**src/rtl/sw_ctrl_pkg.sv**
```systemverilog
// rtl/sw_ctrl_pkg.sv - shared state encoding for the stopwatch run-control block
package sw_ctrl_pkg;

  localparam int ST_W = 2;

  typedef enum logic [ST_W-1:0] {
    ST_IDLE  = 2'd0,
    ST_RUN   = 2'd1,
    ST_PAUSE = 2'd2,
    ST_LAP   = 2'd3
  } sw_state_e;

endpackage

```
**src/rtl/btn_debounce.sv**
```systemverilog
// rtl/btn_debounce.sv - 2-flop synchronizer, stability counter and registered press pulse
module btn_debounce #(
  parameter int DEB_CYCLES = 20,
  parameter int DEB_W      = 8
) (
  input  logic clk,
  input  logic rst,
  input  logic raw,
  output logic press
);

  localparam logic [DEB_W-1:0] CNT_LAST = DEB_W'(DEB_CYCLES - 1);

  logic             sync1_q, sync2_q;
  logic             level_q, level_d;
  logic             level_dly_q;
  logic             press_q;
  logic [DEB_W-1:0] cnt_q, cnt_d;

  // Level flips on the DEB_CYCLES-th consecutive cycle that sync2 disagrees with it.
  always_comb begin
    cnt_d   = '0;
    level_d = level_q;
    if (sync2_q != level_q) begin
      if (cnt_q == CNT_LAST) begin
        level_d = ~level_q;
      end else begin
        cnt_d = cnt_q + 1'b1;
      end
    end
  end

  always_ff @(posedge clk) begin
    if (!rst) begin
      sync1_q     <= 1'b0;
      sync2_q     <= 1'b0;
      cnt_q       <= '0;
      level_q     <= 1'b0;
      level_dly_q <= 1'b0;
      press_q     <= 1'b0;
    end else begin
      sync1_q     <= raw;
      sync2_q     <= sync1_q;
      cnt_q       <= cnt_d;
      level_q     <= level_d;
      level_dly_q <= level_q;
      press_q     <= level_q & ~level_dly_q;
    end
  end

  assign press = press_q;

endmodule

```
**src/rtl/stopwatch_ctrl.sv**
```systemverilog
// rtl/stopwatch_ctrl.sv - debounced start/stop and lap/reset run-control FSM for the counter chain
module stopwatch_ctrl
  import sw_ctrl_pkg::*;
#(
  parameter int DEB_CYCLES = 20,
  parameter int DEB_W      = 8
) (
  input  logic            clk,
  input  logic            rst,
  input  logic            btn_ss,
  input  logic            btn_lap,
  input  logic            cnt_ovf,
  output logic            cnt_en,
  output logic            cnt_clr,
  output logic            lap_cap,
  output logic            disp_hold,
  output logic [ST_W-1:0] state
);

  logic      ss_press, lap_press;
  sw_state_e state_q, state_d;
  logic      cnt_en_q, cnt_clr_q, lap_cap_q, disp_hold_q;

  btn_debounce #(.DEB_CYCLES(DEB_CYCLES), .DEB_W(DEB_W)) u_deb_ss (
    .clk  (clk),
    .rst  (rst),
    .raw  (btn_ss),
    .press(ss_press)
  );

  btn_debounce #(.DEB_CYCLES(DEB_CYCLES), .DEB_W(DEB_W)) u_deb_lap (
    .clk  (clk),
    .rst  (rst),
    .raw  (btn_lap),
    .press(lap_press)
  );

  // Overflow beats start/stop beats lap; a losing press is simply dropped.
  always_comb begin
    state_d = state_q;
    case (state_q)
      ST_IDLE: begin
        if (ss_press) state_d = ST_RUN;
      end
      ST_RUN: begin
        if (cnt_ovf || ss_press) state_d = ST_PAUSE;
        else if (lap_press)      state_d = ST_LAP;
      end
      ST_LAP: begin
        if (cnt_ovf || ss_press) state_d = ST_PAUSE;
        else if (lap_press)      state_d = ST_RUN;
      end
      ST_PAUSE: begin
        if (ss_press)       state_d = ST_RUN;
        else if (lap_press) state_d = ST_IDLE;
      end
      default: state_d = ST_IDLE;
    endcase
  end

  always_ff @(posedge clk) begin
    if (!rst) begin
      state_q     <= ST_IDLE;
      cnt_en_q    <= 1'b0;
      cnt_clr_q   <= 1'b0;
      lap_cap_q   <= 1'b0;
      disp_hold_q <= 1'b0;
    end else begin
      state_q     <= state_d;
      cnt_en_q    <= (state_d == ST_RUN) || (state_d == ST_LAP);
      cnt_clr_q   <= (state_q == ST_PAUSE) && (state_d == ST_IDLE);
      lap_cap_q   <= (state_q == ST_RUN) && (state_d == ST_LAP);
      disp_hold_q <= (state_d == ST_LAP);
    end
  end

  assign cnt_en    = cnt_en_q;
  assign cnt_clr   = cnt_clr_q;
  assign lap_cap   = lap_cap_q;
  assign disp_hold = disp_hold_q;
  assign state     = state_q;

endmodule

```
**config.mk**
```make
export PLATFORM = sky130hd
export DESIGN_NAME = stopwatch_ctrl
export DESIGN_NICKNAME = d
export VERILOG_FILES = /design/src/rtl/sw_ctrl_pkg.sv /design/src/rtl/btn_debounce.sv /design/src/rtl/stopwatch_ctrl.sv
export SDC_FILE = /design/constraint.sdc
export NUM_CORES = 1
export LEC_CHECK = 0
export BUFFER_PORTS_ARGS = -buffer_cell sky130_fd_sc_hd__buf_4
export CAP_MARGIN = 20
export CORE_MARGIN = 3
export CORE_UTILIZATION = 25
export DETAILED_ROUTE_END_ITERATION = 6
export HOLD_SLACK_MARGIN = 0.03
export MAX_ROUTING_LAYER = met4
export PLACE_DENSITY = 0.4
export SLEW_MARGIN = 20
export SYNTH_ARGS = -nofsm -noshare
export SYNTH_HDL_FRONTEND = slang
export SYNTH_SLANG_ARGS = --single-unit
```
**constraint.sdc**
```tcl
create_clock -name clk -period 4.85 [get_ports clk]
set_input_delay 0.2425 -clock clk [delete_from_list [all_inputs] [get_ports clk]]
set_output_delay 0.2425 -clock clk [all_outputs]
set_load 0.03 [all_outputs]
```
==> run metrics <==
Die Span X 74.92 um; Synth top area share 53.95%; synthesized flop and latch total 32; setup TNS 0 ns; Post-Syn Instances 124; first-pass detailed-route iteration total 4; routability cong. 0.7623; CTS buffer count 5; die area 5612 um^2; grt ovf 0; Area Growth Syn to Fin 19.28%; Synth warnings 0; number of flops mapped to enable cells by yosys 0; first-pass GRT wire length 3.705 mm; hold buffer count at CTS 0; ranking of synthesized cells by area dfxtp_1 54%, or3_1 4.2%, a21oi_1 3.8%; DRC Markers 0; Die H 74.92 um; startpoint types flop; period utilization 34.41%; RSZ-0062 raised after global routing false; Worst VDD drop 0.00009334 V; WP buf/inv 0; PwrDens 339.7 nW/um^2; clock root cell clkbuf_8; Cell Area, Synth 1187 um^2; Synth cell types 27; slowest CP cell or4b_4; site row count 24; nets 147; crit-path leading delay family simple AND/OR/NAND/NOR gates; CORE AREA 4474 um^2; Power Total 0.4811 mW; wl on met1 976 um; PortBufs 10; Most used DFF post-synth dfxtp_1; Post-Route Skew 0.004061 ns; Slew @ Worst Pin 0.5459 ns; Vias/cell 4.534; status finished clean; syn_nets 131; Boundary Pins 11; Syn Area/Cell 9.576 um^2; worst skew pair latency 0.27 ns; ys async rst share 0%; top layer in use met4; commonest non-fill, non-tap cell in the layout dfxtp_1; max-slew violation count 0; quantity of gates resized following cts 0; layout cells sized above 1 15.60%; DRT antenna net count 0; CP required 5.00 ns; WS Path Type flop to flop; Detail Route met3 WL 131 um; Max Fclk 599.1 MHz; Final Hold Viols 0; Leakage 0.5284 nW; CTS tree yes; Hold WC Path Type input port to flop; DRT Wirelength 2.023 mm; Vias 875; clock slew at reported path FFs 0.06 ns; ANT cells 0; Initial Utilization 26.54%; WL per Instance 10.48 um; CP max stage delay 0.49 ns; final period demand of the worst path 1.669 ns; commonest non-fill, non-tap cells in the layout 32 x dfxtp_1, 12 x nor2_1, 10 x buf_4; GRT Total Usage 9.052%; Yosys top cell by area dfxtp_1; initial antenna violation count 0; hpwl dp 1.450 mm; CP cell instances ha_1 -> or4b_4 -> o211ai_2 -> nor2_1; total of max-cap violations 0; CP max FO 8; vias in the first global route 893; largest net degree at the start of global routing 12; postcts setup bufs 0; clock sinks 32; Seq/Total Area, Yosys 53.95%; fillers 471; final setup fails 0; met2 WL 877 um; buffer depth of the longest clock path 2; H-tree levels 2; Iteration-0 DRC Markers 16; headroom to the max-slew limit 63.45%; Arr. time, crit path 1.82 ns; crit path capture type flop
==> cells in the mapped netlist (all sizes together) (2+ instances only) <==
cell type / number
o21ai: 8
or3: 8
nand4: 2
o211ai: 2
ha: 2
nand2: 5
and2: 6
inv: 6
dfxtp: 32
nand2b: 2
nor3: 2
nor2: 12
xor2: 5
a21oi: 9
xnor2: 4
nand3: 7
nor2b: 3
==> logic make-up (layout without fill, tap and decap cells) <==
logic type	after synthesis	in the layout	synth area share [%]
muxes	1	1	0.9483
AOI/OAI and AO/OA	20	20	9.484
buffers and inverters	7	24	2.212
adders and majority gates	2	2	2.107
DFF	32	32	53.95
xor gates and xnor gates	9	9	6.638
and+or+nand+nor	53	53	24.66
==> metrics by stage <==
| stage | util [%] | area (um^2) | std cells | hold WS (ns) | worst slack, ns |
|---|---|---|---|---|---|
| after floorplan | - | 1187 | 124 | 0.3674 | 3.320 |
| after global placement | 29.59 | 1324 | 185 | 0.3733 | 3.192 |
| after detailed placement | 29.59 | 1324 | 185 | 0.3774 | 3.165 |
| after CTS | 31.66 | 1416 | 193 | 0.1657 | 3.140 |
| after global routing | 31.66 | 1416 | 193 | 0.1635 | 3.010 |
| final | 31.66 | 1416 | 193 | 0.1748 | 3.181 |
==> final timing paths <==
check	start	endpoint	slack, ns	cells after the start
setup reg to reg	u_deb_ss.cnt_q[0]	u_deb_ss.cnt_q[4]	3.18	4
hold / removal	btn_ss	u_deb_ss.sync1_q	0.17	2
hold reg to reg	u_deb_ss.level_dly_q	u_deb_ss.press	0.38	1
setup / recovery	u_deb_ss.cnt_q[0]	u_deb_ss.cnt_q[4]	3.18	4
==> routing by layer <==
metal / vias to the layer above / track usage (%)
met2: 15 / 13.54
met4: 0 / 5.138
met3: 5 / 3.605
met1: 400 / 10.21
met5: - / -
li1: 455 / -
==> final cells by class <==
cell class / count / area (um^2) / area share (%)
flip-flops and latches: 32 / 640.6 / 45.23
multi-input cells: 85 / 520.5 / 36.75
clock buffers: 6 / 82.58 / 5.830
repair buffers: 10 / 75.07 / 5.300
well taps: 52 / 65.06 / 4.594
inverters: 6 / 22.52 / 1.590
clock inverters: 2 / 10.01 / 0.7067
==> report_power, final <==
part / switching, mW / internal, mW / total, mW
logic: 0.00438 / 0.00395 / 0.00834
registers: 0.00107 / 0.265 / 0.266
clock network: 0.0939 / 0.113 / 0.207
total: 0.0993 / 0.382 / 0.481
Note: power is estimated with default switching activity, not from simulation.
